### src/rtl/alu_pkg.sv
// Shared opcode constants, FSM state encoding and opcode helpers for alu_mc.
package alu_pkg;

    localparam logic [2:0] OP_NOT = 3'b000;
    localparam logic [2:0] OP_AND = 3'b001;
    localparam logic [2:0] OP_OR  = 3'b010;
    localparam logic [2:0] OP_SHL = 3'b011;
    localparam logic [2:0] OP_SHR = 3'b100;
    localparam logic [2:0] OP_ADD = 3'b101;
    localparam logic [2:0] OP_SUB = 3'b110;
    localparam logic [2:0] OP_MUL = 3'b111;

    typedef enum logic [1:0] {
        StIdle = 2'b00,
        StBusy = 2'b01,
        StDone = 2'b10
    } state_e;

    // Opcodes that run on the iterative datapath rather than finishing in one cycle.
    function automatic logic is_iter_op(input logic [2:0] op);
        return (op == OP_SHL) || (op == OP_SHR) || (op == OP_MUL);
    endfunction

endpackage

### src/rtl/alu_iter.sv
// Iterative datapath: one-bit-per-cycle logical shifts and unsigned shift-add multiply.
// result/carry/done reflect the step being taken this cycle, so the owner can
// register them on the same edge the final step completes.
module alu_iter import alu_pkg::*; #(
    parameter int unsigned WIDTH = 16,
    parameter int unsigned CNT_W = $clog2(WIDTH) + 1
) (
    input  logic             clk,
    input  logic             rst_n,
    input  logic             start,
    input  logic             step,
    input  logic [2:0]       op,
    input  logic [WIDTH-1:0] src_a,
    input  logic [WIDTH-1:0] src_b,
    input  logic [CNT_W-1:0] count,
    output logic             done,
    output logic [WIDTH-1:0] result,
    output logic             carry
);

    logic [2:0]         op_q, op_d;
    logic [CNT_W-1:0]   cnt_q, cnt_d;
    logic [WIDTH-1:0]   val_q, val_d;
    logic               carry_q, carry_d;
    logic [2*WIDTH-1:0] mcand_q, mcand_d;
    logic [WIDTH-1:0]   mplier_q, mplier_d;
    logic [2*WIDTH-1:0] acc_q, acc_d;

    // Next-state for load and for one shift / shift-add step.
    always_comb begin
        op_d     = op_q;
        cnt_d    = cnt_q;
        val_d    = val_q;
        carry_d  = carry_q;
        mcand_d  = mcand_q;
        mplier_d = mplier_q;
        acc_d    = acc_q;
        if (start) begin
            op_d     = op;
            cnt_d    = count;
            val_d    = src_a;
            carry_d  = 1'b0;
            mcand_d  = {{WIDTH{1'b0}}, src_a};
            mplier_d = src_b;
            acc_d    = '0;
        end else if (step && (cnt_q != '0)) begin
            cnt_d = cnt_q - 1'b1;
            if (op_q == OP_MUL) begin
                if (mplier_q[0]) begin
                    acc_d = acc_q + mcand_q;
                end
                mcand_d  = {mcand_q[2*WIDTH-2:0], 1'b0};
                mplier_d = {1'b0, mplier_q[WIDTH-1:1]};
            end else if (op_q == OP_SHL) begin
                carry_d = val_q[WIDTH-1];
                val_d   = {val_q[WIDTH-2:0], 1'b0};
            end else begin
                carry_d = val_q[0];
                val_d   = {1'b0, val_q[WIDTH-1:1]};
            end
        end
    end

    // A zero count still finishes on its single step cycle.
    always_comb begin
        done   = step && (cnt_q <= CNT_W'(1));
        result = (op_q == OP_MUL) ? acc_d[WIDTH-1:0] : val_d;
        carry  = (op_q == OP_MUL) ? (|acc_d[2*WIDTH-1:WIDTH]) : carry_d;
    end

    // Datapath registers with synchronous clear.
    always_ff @(posedge clk) begin
        if (!rst_n) begin
            op_q     <= OP_NOT;
            cnt_q    <= '0;
            val_q    <= '0;
            carry_q  <= 1'b0;
            mcand_q  <= '0;
            mplier_q <= '0;
            acc_q    <= '0;
        end else begin
            op_q     <= op_d;
            cnt_q    <= cnt_d;
            val_q    <= val_d;
            carry_q  <= carry_d;
            mcand_q  <= mcand_d;
            mplier_q <= mplier_d;
            acc_q    <= acc_d;
        end
    end

endmodule

### src/rtl/alu_mc.sv
// Multi-cycle ALU: single-cycle logic/add/sub, iterative shifts and multiply,
// valid/ready handshake on both sides and registered {N,Z,C,V} flags.
module alu_mc import alu_pkg::*; #(
    parameter int unsigned WIDTH = 16
) (
    input  logic             clk,
    input  logic             rst_n,
    input  logic             in_valid,
    output logic             in_ready,
    input  logic [2:0]       select,
    input  logic [WIDTH-1:0] src1,
    input  logic [WIDTH-1:0] src2,
    output logic             out_valid,
    input  logic             out_ready,
    output logic [WIDTH-1:0] ans,
    output logic [3:0]       flags
);

    localparam int unsigned CNT_W = $clog2(WIDTH) + 1;
    localparam logic [WIDTH-1:0] W_VAL = WIDTH'(WIDTH);

    state_e           state_q, state_d;
    logic [2:0]       op_q, op_d;
    logic [WIDTH-1:0] ans_q, ans_d;
    logic [3:0]       flags_q, flags_d;

    logic             start;
    logic             iter_done;
    logic [WIDTH-1:0] iter_result;
    logic             iter_carry;
    logic [CNT_W-1:0] iter_count;

    logic [WIDTH:0]   sum;
    logic [WIDTH:0]   diff;
    logic [WIDTH-1:0] fast_res;
    logic             fast_c;
    logic             fast_v;

    // Iteration count: shifts saturate at WIDTH, multiply always takes WIDTH steps.
    always_comb begin
        if ((select == OP_MUL) || (src2 >= W_VAL)) begin
            iter_count = CNT_W'(WIDTH);
        end else begin
            iter_count = src2[CNT_W-1:0];
        end
    end

    // Single-cycle result and carry/overflow for NOT/AND/OR/ADD/SUB.
    always_comb begin
        sum      = {1'b0, src1} + {1'b0, src2};
        diff     = {1'b0, src1} - {1'b0, src2};
        fast_res = '0;
        fast_c   = 1'b0;
        fast_v   = 1'b0;
        unique case (select)
            OP_NOT: fast_res = ~src1;
            OP_AND: fast_res = src1 & src2;
            OP_OR:  fast_res = src1 | src2;
            OP_ADD: begin
                fast_res = sum[WIDTH-1:0];
                fast_c   = sum[WIDTH];
                fast_v   = (src1[WIDTH-1] == src2[WIDTH-1]) &&
                           (sum[WIDTH-1] != src1[WIDTH-1]);
            end
            OP_SUB: begin
                fast_res = diff[WIDTH-1:0];
                fast_c   = ~diff[WIDTH];  // no borrow
                fast_v   = (src1[WIDTH-1] != src2[WIDTH-1]) &&
                           (diff[WIDTH-1] != src1[WIDTH-1]);
            end
            default: fast_res = '0;
        endcase
    end

    // FSM next-state, handshake outputs and result/flag capture.
    always_comb begin
        state_d   = state_q;
        op_d      = op_q;
        ans_d     = ans_q;
        flags_d   = flags_q;
        start     = 1'b0;
        in_ready  = 1'b0;
        out_valid = 1'b0;
        unique case (state_q)
            StIdle: begin
                in_ready = 1'b1;
                if (in_valid) begin
                    op_d = select;
                    if (is_iter_op(select)) begin
                        start   = 1'b1;
                        state_d = StBusy;
                    end else begin
                        ans_d   = fast_res;
                        flags_d = {fast_res[WIDTH-1], fast_res == '0, fast_c, fast_v};
                        state_d = StDone;
                    end
                end
            end
            StBusy: begin
                if (iter_done) begin
                    ans_d   = iter_result;
                    flags_d = {iter_result[WIDTH-1], iter_result == '0, iter_carry,
                               (op_q == OP_MUL) && iter_carry};
                    state_d = StDone;
                end
            end
            StDone: begin
                out_valid = 1'b1;
                if (out_ready) begin
                    state_d = StIdle;
                end
            end
            default: state_d = StIdle;
        endcase
    end

    // State and result registers with synchronous active-low reset.
    always_ff @(posedge clk) begin
        if (!rst_n) begin
            state_q <= StIdle;
            op_q    <= OP_NOT;
            ans_q   <= '0;
            flags_q <= '0;
        end else begin
            state_q <= state_d;
            op_q    <= op_d;
            ans_q   <= ans_d;
            flags_q <= flags_d;
        end
    end

    assign ans   = ans_q;
    assign flags = flags_q;

    alu_iter #(
        .WIDTH (WIDTH),
        .CNT_W (CNT_W)
    ) u_iter (
        .clk    (clk),
        .rst_n  (rst_n),
        .start  (start),
        .step   (state_q == StBusy),
        .op     (select),
        .src_a  (src1),
        .src_b  (src2),
        .count  (iter_count),
        .done   (iter_done),
        .result (iter_result),
        .carry  (iter_carry)
    );

endmodule

### config.mk
export PLATFORM = sky130hd
export DESIGN_NAME = alu_mc
export DESIGN_NICKNAME = d
export VERILOG_FILES = /design/src/rtl/alu_pkg.sv /design/src/rtl/alu_iter.sv /design/src/rtl/alu_mc.sv
export SDC_FILE = /design/constraint.sdc
export NUM_CORES = 1
export LEC_CHECK = 0
export CAP_MARGIN = 20
export CELL_PAD_IN_SITES_DETAIL_PLACEMENT = 0
export CELL_PAD_IN_SITES_GLOBAL_PLACEMENT = 1
export CORE_UTILIZATION = 49
export DETAILED_ROUTE_END_ITERATION = 10
export PLACE_DENSITY = 0.95
export SYNTH_ARGS = -nofsm -noshare
export SYNTH_HDL_FRONTEND = slang
export SYNTH_HIERARCHICAL = 1
export SYNTH_SLANG_ARGS = --single-unit
### constraint.sdc
create_clock -name clk -period 8.96 [get_ports clk]
set_clock_uncertainty 0.15 [all_clocks]
set_input_delay 1.792 -clock clk [delete_from_list [all_inputs] [get_ports clk]]
set_output_delay 1.792 -clock clk [all_outputs]
set_load 0.005 [all_outputs]
==> run metrics, run 1 <==
root buf cell clkbuf_16; post-CTS sizing 0; Hold Buf Count CTS 0; IR Drop Worst-Case VDD approximately 0.12 mV; Synth Register Bits 129; Setup TNS 0 ns; P_leak 0.00473 uW; boundary pin count 61; die width about 150 um; Initial DRC Count roughly 1000; Total Nets Final roughly 1600; GRT Util Overall ~30%; crit end category flop; Seq/Total Area, Yosys 24.3%; final period utilization 73.4%; post-synthesis cell count 1456; RD Place Congestion about 0.96; Worst Path Required around 9.1 ns; Max clock buf depth 2; Fin. Hold Viols 0; Routed WL per cell around 19 um; actual slew at the worst max-slew pin just under 1 ns; CP Max Fanout 47; final worst setup slack ~2.4 ns; largest net degree at the start of global routing 60; syn nets 1585; CTS tree built; antenna violations before repair 0; Primary FF master, synth dfxtp_1; Async SR Flop Fraction 0%; CTS buffer count 17; DRC 0; Antenna Cells 0; CP max stage cell and2_4; Worst-path clk slew about 0.070 ns; first-pass GRT wire length between 50000 and 60000 um; utilization after layout a little under three fifths; post-CTS setup buffer count 0; detailed placer's ending HPWL about 25000 um; fin area ~12000 um2; fmax ~0.15 GHz; die area ~22000 um2; outcome finished, final reports clean; Netlist cell types between 80 and 90; TritonRoute pass-1 iters 6; Setup WS pre-CTS a little over 2 ns; Slew HR around a third; Post-Route WL about 34000 um; Setup-failing EPs final 0; RSZ-0062 raised after global routing false; critical path class input pin to flop; top post-synthesis cells by area dfxtp_1 24%, ha_1 10%, nand2_1 8.4%; Worst setup SP type input pin; delay of the slowest critical-path stage 0.54 ns; min Tclk post-route 6.58 ns; max cap viols 0; Antenna Nets Post-Route 0; total grt overflow 0; vias between 10000 and 15000; Area Growth Syn to Fin 11.5%; Worst EP arrival 6.69 ns; Ys Warns 6; PD cells approximately 140 nW/um2; max-slew violations 0; buffers added on ports 60; HP Class flop to flop; most frequent cells in the layout 237 x nand2_1, 175 x a21oi_1, 129 x dfxtp_1; hold_ws ~0.32 ns; Core Region 21200 um2; Die Y approximately 150 um; share of cells above drive strength 1 under 10%; vias per cell between 6 and 7; Rows 53; placed instance area 11200 um2; Fill cells 2046; H-tree Lvls 4; number of synthesized flops with an enable pin 0; Critical Path, Cell by Cell clkdlybuf4s50_1, inv_1, ha_1, a21oi_1, nor3_1, and2_4, inv_1, buf_4, and3_4, mux2_2, or3_1, a2111oi_2, o211a_1, a31oi_1, or3_1, o211ai_1, a41oi_1; initial core utilization 50.1%; Post-Syn Area between 10000 and 15000 um2; worst skew pair latency between 0.4 and 0.5 ns; most common cell after layout, fill and taps aside nand2_1; CTS Sinks approximately 130; share of the synthesized area in the top cell type between 20% and 30%; area leader, netlist dfxtp_1; syn avg cell area roughly 7.3 um2; vias in the first global route 9712
[cell families (layout without fill, tap and decap cells)]
| kind of cell | count (synthesis) | in the layout | synth area share, % |
|---|---|---|---|
| AOI/OAI and AO/OA | 464 | 464 | 28.4 |
| and+or+nand+nor | 552 | 552 | 25.2 |
| xor gates and xnor gates | 39 | 39 | 3.22 |
| muxes | 18 | 18 | 1.71 |
| DFF | 129 | 129 | 24.3 |
| buffers and inverters | 164 | 175 | 6.33 |
| adders and majority gates | 90 | 90 | 10.8 |
[final cells by class]
type / count / area (um2) / area share, %
multi-input combinational: 1163 / 7370 / 62.3
sequential: 129 / 2580 / 21.8
timing repair buffer: 69 / 663 / 5.61
clock buffer: 17 / 425 / 3.60
tap: 275 / 344 / 2.91
inverter: 74 / 278 / 2.35
clock inverter: 15 / 164 / 1.39
[state kept, by name, indices dropped and copies added (netlist names)]
name / count
op_q: 3
flags: 3
ans: 16
state_q: 2
u_iter/acc_q: 32
u_iter/mcand_q: 32
u_iter/mplier_q: 16
u_iter/val_q: 16
u_iter/op_q: 3
u_iter/cnt_q: 5
u_iter/carry_q: 1
[power breakdown]
group          total (uW)  switching [uW]  internal, uW
Combinational         373             225           148
Sequential            623            23.0           600
Clock                 709             313           396
Total                1710             561          1140
[synth_stat cells, drive strengths merged (12+ instances only)]
master,number
dfxtp,129
nand2,238
a31oi,28
nand2b,17
clkbuf,66
a21oi,177
mux2i,17
nand4,16
o21ai,81
a21o,20
ha,87
o211ai,12
buf,24
and2,36
nor3,26
nor4,17
nand3,22
xor2,14
nor2,87
o211a,13
xnor2,25
inv,74
a221oi,13
a211oi,14
and3,15
nor2b,45
[metrics by stage]
step	instances	total power [uW]
after global placement	1709	994
after floorplan	1456	880
final	1742	1710
after CTS	1741	1710
after detailed placement	1709	999
after global routing	1742	1780
[layer usage]
metal	GRT usage [%]	up-vias	part of all wire, %
li1	-	5179	-
met4	9.13	0	1.6
met2	48.1	412	46
met3	4.71	32	8.0
met5	0	-	0
met1	42.1	5063	45
[worst paths after layout]
kind / from / to / slack, ns / cells past startpoint
hold reg to reg: ans[13]$_SDFFE_PN0P_ / ans[13]$_SDFFE_PN0P_ / 0.32 / 2
setup / recovery: select[1] / flags[1]$_SDFFE_PN0P_ / 2.38 / 17
hold / removal: ans[13]$_SDFFE_PN0P_ / ans[13]$_SDFFE_PN0P_ / 0.32 / 2
setup reg to reg: state_q[0]$_SDFFE_PN0P_ / flags[1]$_SDFFE_PN0P_ / 4.26 / 13
[critical path, delay by kind of cell]
| kind | cells | cell delay [ns] |
|---|---|---|
| AO/OA/AOI/OAI | 6 | 0.98 |
| adder cells (fa/ha/maj) | 1 | 0.37 |
| buffers and inverters | 4 | 1.43 |
| multiplexers | 1 | 0.26 |
| AND/OR/NAND/NOR | 5 | 1.82 |
(Power assumes the default switching activity.)
==> run 2, diff against run 1 <==
--- a/config.mk
+++ b/config.mk
@@ -8,9 +8,9 @@
 export CAP_MARGIN = 20
 export CELL_PAD_IN_SITES_DETAIL_PLACEMENT = 0
 export CELL_PAD_IN_SITES_GLOBAL_PLACEMENT = 1
-export CORE_UTILIZATION = 49
+export CORE_UTILIZATION = 41
 export DETAILED_ROUTE_END_ITERATION = 10
-export PLACE_DENSITY = 0.95
+export PLACE_DENSITY = 0.86
 export SYNTH_ARGS = -nofsm -noshare
 export SYNTH_HDL_FRONTEND = slang
 export SYNTH_HIERARCHICAL = 1
==> constraint.sdc (replaced) <==
create_clock -name clk -period 5.89 [get_ports clk]
set_clock_uncertainty 0.15 [all_clocks]
set_input_delay 1.178 -clock clk [delete_from_list [all_inputs] [get_ports clk]]
set_output_delay 1.178 -clock clk [all_outputs]
set_load 0.005 [all_outputs]
==> run 2 against run 1 <==
Clock power up 55%. Critical path type unchanged. Final cell count up 3.6%. Setup slack worse by 1.4 ns. Register-to-register slack worse by 2.9 ns. Global-route usage down 5.1 points. Via count down 0.17%. Critical path depth down 2. Routed wire length down 0.23%. Sequential share of layout area down 0.25 points.
==> run metrics, run 2 (same netlist as run 1, synthesis figures left out) <==
post-CTS sizing 0 (unchanged); most frequent cells in the layout 237 x nand2_1, 175 x a21oi_1, 129 x dfxtp_1 (unchanged); Hold Crit Depth 2 (unchanged); post-CTS setup buffer count 0 (unchanged); max cap viols 0 (unchanged); Post-Route WL 33500 um (about the same); Antenna Cells 0 (unchanged); Slew HR 30.5% (was 34.0%); antenna violations before repair 0 (unchanged); Worst Path Required 6.02 ns (was 9.08 ns); CTS tree built (unchanged); hold path endpoint ans[9]$_SDFFE_PN0P_ (was ans[13]$_SDFFE_PN0P_); biggest regs u_iter/acc_q (32), u_iter/mcand_q (32) (unchanged); worst skew pair latency 0.43 ns (about the same); delay of the slowest critical-path stage 0.55 ns (was 0.54 ns); Worst-path clk slew 0.06 ns (was 0.07 ns); worst r2r src state_q[1]$_SDFFE_PN0P_ (was state_q[0]$_SDFFE_PN0P_); PD cells 218 nW/um2 (was 144 nW/um2); Die Y 163 um (was 149 um); CP Max Fanout 46 (was 47); die area 26500 um2 (was 22200 um2); initial core utilization 42.0% (was 50.1%); Min-Delay Startpoint ans[9]$_SDFFE_PN0P_ (was ans[13]$_SDFFE_PN0P_); die width 163 um (was 149 um); Net Sw Frac 31.5% (was 32.9%); total internal power 1790 uW (was 1140 uW); Clk pwr share 42.0% (was 41.6%); vias 10668 (was 10686); vias per cell 5.91 (was 6.13); boundary pin count 61 (unchanged); actual slew at the worst max-slew pin 1.04 ns (was 0.986 ns); CP max stage cell clkdlybuf4s50_1 (was and2_4); Comb power frac 21.9% (about the same); RD Place Congestion 0.952 (was 0.958); CTS buffer count 17 (unchanged); buffers added on ports 60 (unchanged); Worst EP arrival 5.03 ns (was 6.69 ns); Setup TNS 0 ns (unchanged); Fin. Hold Viols 0 (unchanged); H-tree Lvls 4 (unchanged); vias in the first global route 9843 (was 9712); largest net degree at the start of global routing 52 (was 60); Worst setup SP type input pin (unchanged); TritonRoute pass-1 iters 5 (was 6); RSZ-0062 raised after global routing false (unchanged); fmax 0.204 GHz; final period utilization between 80% and 90%; worst reg-to-reg setup slack 1.38 ns (was 4.26 ns); root buf cell clkbuf_16 (unchanged); Fill cells 2551 (was 2046); Net Sw Power 824 uW (was 561 uW); DRC 0 (unchanged); Rows 58 (was 53); max-slew violations 0 (unchanged); first-pass GRT wire length 52900 um (was 52600 um); R2R Path End flags[1]$_SDFFE_PN0P_ (unchanged); Antenna Nets Post-Route 0 (unchanged); CP bufs+invs 3 (was 4); sequential share of power 36.1% (was 36.5%); Hold Buf Count CTS 0 (unchanged); most common cell after layout, fill and taps aside nand2_1 (unchanged); detailed placer's ending HPWL 25100 um (was 24800 um); share of cells above drive strength 1 5.83% (was 5.39%); total grt overflow 0 (unchanged); CTS Sinks 129 (unchanged); Routed WL per cell 18.5 um (was 19.2 um); IR Drop Worst-Case VDD 0.141 mV (was 0.122 mV); Tot Pwr 2610 uW (was 1710 uW); critical path class input pin to flop (unchanged); Max clock buf depth 2 (unchanged); P_leak 0.00477 uW (was 0.00473 uW); Critical Path, Cell by Cell clkdlybuf4s50_1, inv_1, ha_1, a21oi_1, nor3_1, and2_4, buf_4, o211ai_1, or3_1, a2111oi_2, o211a_1, a31oi_1, or3_1, o211ai_1, a41oi_1 (was clkdlybuf4s50_1, inv_1, ha_1, a21oi_1, nor3_1, and2_4, inv_1, buf_4, and3_4, mux2_2, or3_1, a2111oi_2, o211a_1, a31oi_1, or3_1, o211ai_1, a41oi_1); min Tclk post-route just under 5 ns; Setup-failing EPs final 0 (unchanged); Area Growth Syn to Fin 12.8% (was 11.5%); GRT Util Overall 25.2% (was 30.3%); Core Region 25300 um2 (was 21200 um2); Initial DRC Count 1004 (was 1025); Total Nets Final 1590 (was 1583); outcome finished, final reports clean (unchanged); HP Class flop to flop (unchanged); crit end category flop (unchanged); Top delay family on crit path simple AND/OR/NAND/NOR gates (unchanged); R2R depth 14 (was 13)
run 2: worst max path at each step:
stage / startpoint / to / cells past startpoint
after floorplan: select[0] / flags[2]$_SDFFE_PN0P_ / 16
after global placement: select[0] / flags[1]$_SDFFE_PN0P_ / 15
after detailed placement: select[0] / flags[1]$_SDFFE_PN0P_ / 15
after CTS: select[0] / flags[1]$_SDFFE_PN0P_ / 15
after global routing: select[0] / flags[1]$_SDFFE_PN0P_ / 15
final: select[0] / flags[1]$_SDFFE_PN0P_ / 15
run 2: area by class of cell:
type                       instances  area [um2]  area share (%)
multi-input combinational       1163        7370            61.6
inverter                          74         278            2.32
clock buffer                      18         439            3.67
tap                              330         413            3.45
timing repair buffer              76         716            5.98
clock inverter                    14         166            1.39
sequential                       129        2580            21.6
run 2: layer usage:
metal | track usage, % | part of all wire (%) | vias up
li1 | - | - | 5181
met1 | 34.1 | 46 | 5042
met2 | 39.1 | 44 | 375
met3 | 4.25 | 6.7 | 70
met4 | 11.4 | 3.6 | 0
met5 | 0 | 0 | -
run 2: worst register-to-register path, delay by kind of cell, from the launching register on:
family | cells | cell delay, ns
flip-flops | 1 | 0.45
AND/OR/NAND/NOR | 7 | 2.48
buffers and inverters | 1 | 0.35
AO/OA/AOI/OAI | 6 | 0.96
run 2: power by group through the flow:
stage / clock (uW) / combinational (uW) / sequential, uW
after floorplan: 0 / 384 / 954
final: 1100 / 571 / 944
after global placement: 0 / 555 / 963
after CTS: 1110 / 562 / 944
after global routing: 1150 / 626 / 949
after detailed placement: 0 / 559 / 962
run 2: per-stage QoR:
| step | hold WS (ns) | instances | setup WS, ns | area [um2] | utilization, % |
|---|---|---|---|---|---|
| after global routing | 0.346 | 1804 | 0.805 | 12000 | 47.4 |
| after detailed placement | 0.309 | 1771 | 0.673 | 11300 | 44.9 |
| final | 0.318 | 1804 | 0.985 | 12000 | 47.4 |
| after floorplan | 0.299 | 1456 | 1.55 | 10600 | - |
| after global placement | 0.303 | 1771 | 0.754 | 11300 | 44.9 |
| after CTS | 0.318 | 1803 | 1.05 | 12000 | 47.3 |
==> run 3, diff against run 2 <==
--- a/config.mk
+++ b/config.mk
@@ -8,9 +8,9 @@
 export CAP_MARGIN = 20
 export CELL_PAD_IN_SITES_DETAIL_PLACEMENT = 0
 export CELL_PAD_IN_SITES_GLOBAL_PLACEMENT = 1
-export CORE_UTILIZATION = 41
+export CORE_UTILIZATION = 45
 export DETAILED_ROUTE_END_ITERATION = 10
-export PLACE_DENSITY = 0.86
+export PLACE_DENSITY = 0.89
 export SYNTH_ARGS = -nofsm -noshare
 export SYNTH_HDL_FRONTEND = slang
 export SYNTH_HIERARCHICAL = 1
==> constraint.sdc (replaced) <==
create_clock -name clk -period 5.1 [get_ports clk]
set_clock_uncertainty 0.15 [all_clocks]
set_input_delay 1.02 -clock clk [delete_from_list [all_inputs] [get_ports clk]]
set_output_delay 1.02 -clock clk [all_outputs]
set_load 0.005 [all_outputs]
==> run 3 against run 2 <==
Sequential cell count unchanged. Worst hold slack worse by 0.0080 ns. Design area up 0.77%. Clock-buffer cell count down 1. Via count up 2.1%. Core utilization up 5.4 points. Register-to-register slack worse by 0.91 ns. Total power up 16%. Global-route usage up 3.6 points. Routed wire length up 3.4%. Sequential power up 15%. Sequential share of layout area down 0.17 points.
==> run metrics, run 3 (same netlist as run 1, synthesis figures left out) <==
fmax about 0.22 GHz; Worst-path clk slew 0.07 ns (was 0.06 ns); Hold Buf Count CTS 0 (unchanged); actual slew at the worst max-slew pin 0.878 ns (was 1.04 ns); Worst EP arrival 4.76 ns (was 5.03 ns); biggest regs u_iter/acc_q (32), u_iter/mcand_q (32) (unchanged); largest net degree at the start of global routing 83 (was 52); CTS tree built (unchanged); FF+latch area 2580 um2 (unchanged); Fin. Hold Viols 0 (unchanged); PD cells 250 nW/um2 (was 218 nW/um2); vias in the first global route 10131 (was 9843); boundary pin count 61 (unchanged); min Tclk post-route about 4.6 ns; most frequent cells in the layout 237 x nand2_1, 175 x a21oi_1, 129 x dfxtp_1 (unchanged); HP Class flop to flop (unchanged); R2R depth 16 (was 14); Antenna Nets Post-Route 0 (unchanged); P_leak 0.00483 uW (was 0.00477 uW); Rows 55 (was 58); Post-Route WL 34600 um (was 33500 um); Worst Path Required 5.23 ns (was 6.02 ns); worst skew pair latency 0.43 ns (about the same); Hold Crit Depth 2 (unchanged); CTS buffer count 17 (unchanged); GRT Util Overall 28.8% (was 25.2%); Setup-failing EPs final 0 (unchanged); first-pass GRT wire length 55200 um (was 52900 um); die area 24200 um2 (was 26500 um2); utilization after layout 52.8% (was 47.4%); Max clock buf depth 2 (unchanged); outcome finished, final reports clean (unchanged); post-CTS setup buffer count 0 (unchanged); detailed placer's ending HPWL 26000 um (was 25100 um); max cap viols 0 (unchanged); RSZ-0062 raised after global routing false (unchanged); area occupied by multi-input gates 7370 um2 (unchanged); post-CTS sizing 0 (unchanged); TritonRoute pass-1 iters 7 (was 5); Total Nets Final 1605 (was 1590); Setup TNS 0 ns (unchanged); Antenna Cells 0 (unchanged); Area Growth Syn to Fin 13.6% (was 12.8%); total grt overflow 0 (unchanged); H-tree Lvls 4 (unchanged); Fill cells 2271 (was 2551); Slew HR 41.3% (was 30.5%); initial core utilization 46.4% (was 42.0%); antenna violations before repair 0 (unchanged); share of cells above drive strength 1 6.78% (was 5.83%); Routed WL per cell 19.2 um (was 18.5 um); Worst setup SP type input pin (unchanged); Initial DRC Count 1223 (was 1004); hold_ws 0.310 ns (was 0.318 ns); final period utilization between 90% and 100%; DRC 0 (unchanged); crit end category flop (unchanged); RD Place Congestion 0.934 (was 0.952); root buf cell clkbuf_16 (unchanged); Tot Pwr 3020 uW (was 2610 uW); vias 10887 (was 10668); most common cell after layout, fill and taps aside nand2_1 (unchanged); vias per cell 6.04 (was 5.91); Core Region 22800 um2 (was 25300 um2); IR Drop Worst-Case VDD 0.160 mV (was 0.141 mV); CP Max Fanout 12 (was 46); max-slew violations 0 (unchanged); CTS Sinks 129 (unchanged); Die Y 156 um (was 163 um); die width 156 um (was 163 um); critical path class input pin to flop (unchanged); buffers added on ports 60 (unchanged)
-- run 3: changes by cell type in the layout (fill, tap and decap cells not counted) --
cell / previous run / this run
clkinv_8: 0 / 2
inv_8: 1 / 3
clkinv_4: 3 / 1
bufinv_16: 2 / 1
buf_4: 15 / 29
clkinv_2: 0 / 1
clkbuf_8: 1 / 0
clkinvlp_4: 1 / 2
buf_12: 0 / 1
inv_6: 7 / 5
-- run 3: power by group --
part,switching (uW),internal [uW]
combinational,404,272
sequential,37.9,1050
clock,555,696
-- run 3: cell type report --
type	count	area share [%]
Multi-Input combinational cell	1163	61.1
Sequential cell	129	21.4
Timing Repair Buffer	91	6.98
Clock buffer	17	3.53
Tap cell	313	3.25
Inverter	74	2.30
Clock inverter	15	1.40
-- run 3: metrics by stage --
stage	cell area (um2)	cells	setup slack, ns
6_report	12100	1802	0.469
5_1_grt	12100	1802	0.211
4_1_cts	12000	1801	0.537
3_5_place_dp	11500	1769	0.0981
3_3_place_gp	11500	1769	0.232
2_1_floorplan	10600	1456	0.923
-- run 3: worst max-delay path: stages --
cell and delay (ns):
clkdlybuf4s50_1 0.50, inv_1 0.12, ha_1 0.17, a21oi_1 0.08, nor3_1 0.26, and2_4 0.31, nor2_1 0.14, and3_1 0.20
nand3_1 0.08, o211ai_1 0.10, or3_1 0.41, a2111oi_2 0.34, o211a_1 0.21, a31oi_1 0.22, or3_1 0.43, o211ai_1 0.11
a41oi_1 0.06
-- run 3: metal layers --
metal	GRT usage (%)	routed length (um)	vias to the layer above
met1	40.2	15900	5218
met2	46.1	15700	390
li1	-	-	5223
met4	8.92	750	0
met3	3.57	2190	56
met5	0	0	-
-- run 3: worst paths after layout --
kind	to	start	slack (ns)
min	ans[13]$_SDFFE_PN0P_	ans[13]$_SDFFE_PN0P_	0.31
max reg2reg	flags[1]$_SDFFE_PN0P_	u_iter/mcand_q[0]$_SDFFE_PN0P_	0.47
min reg2reg	ans[13]$_SDFFE_PN0P_	ans[13]$_SDFFE_PN0P_	0.31
max	flags[1]$_SDFFE_PN0P_	select[0]	0.47
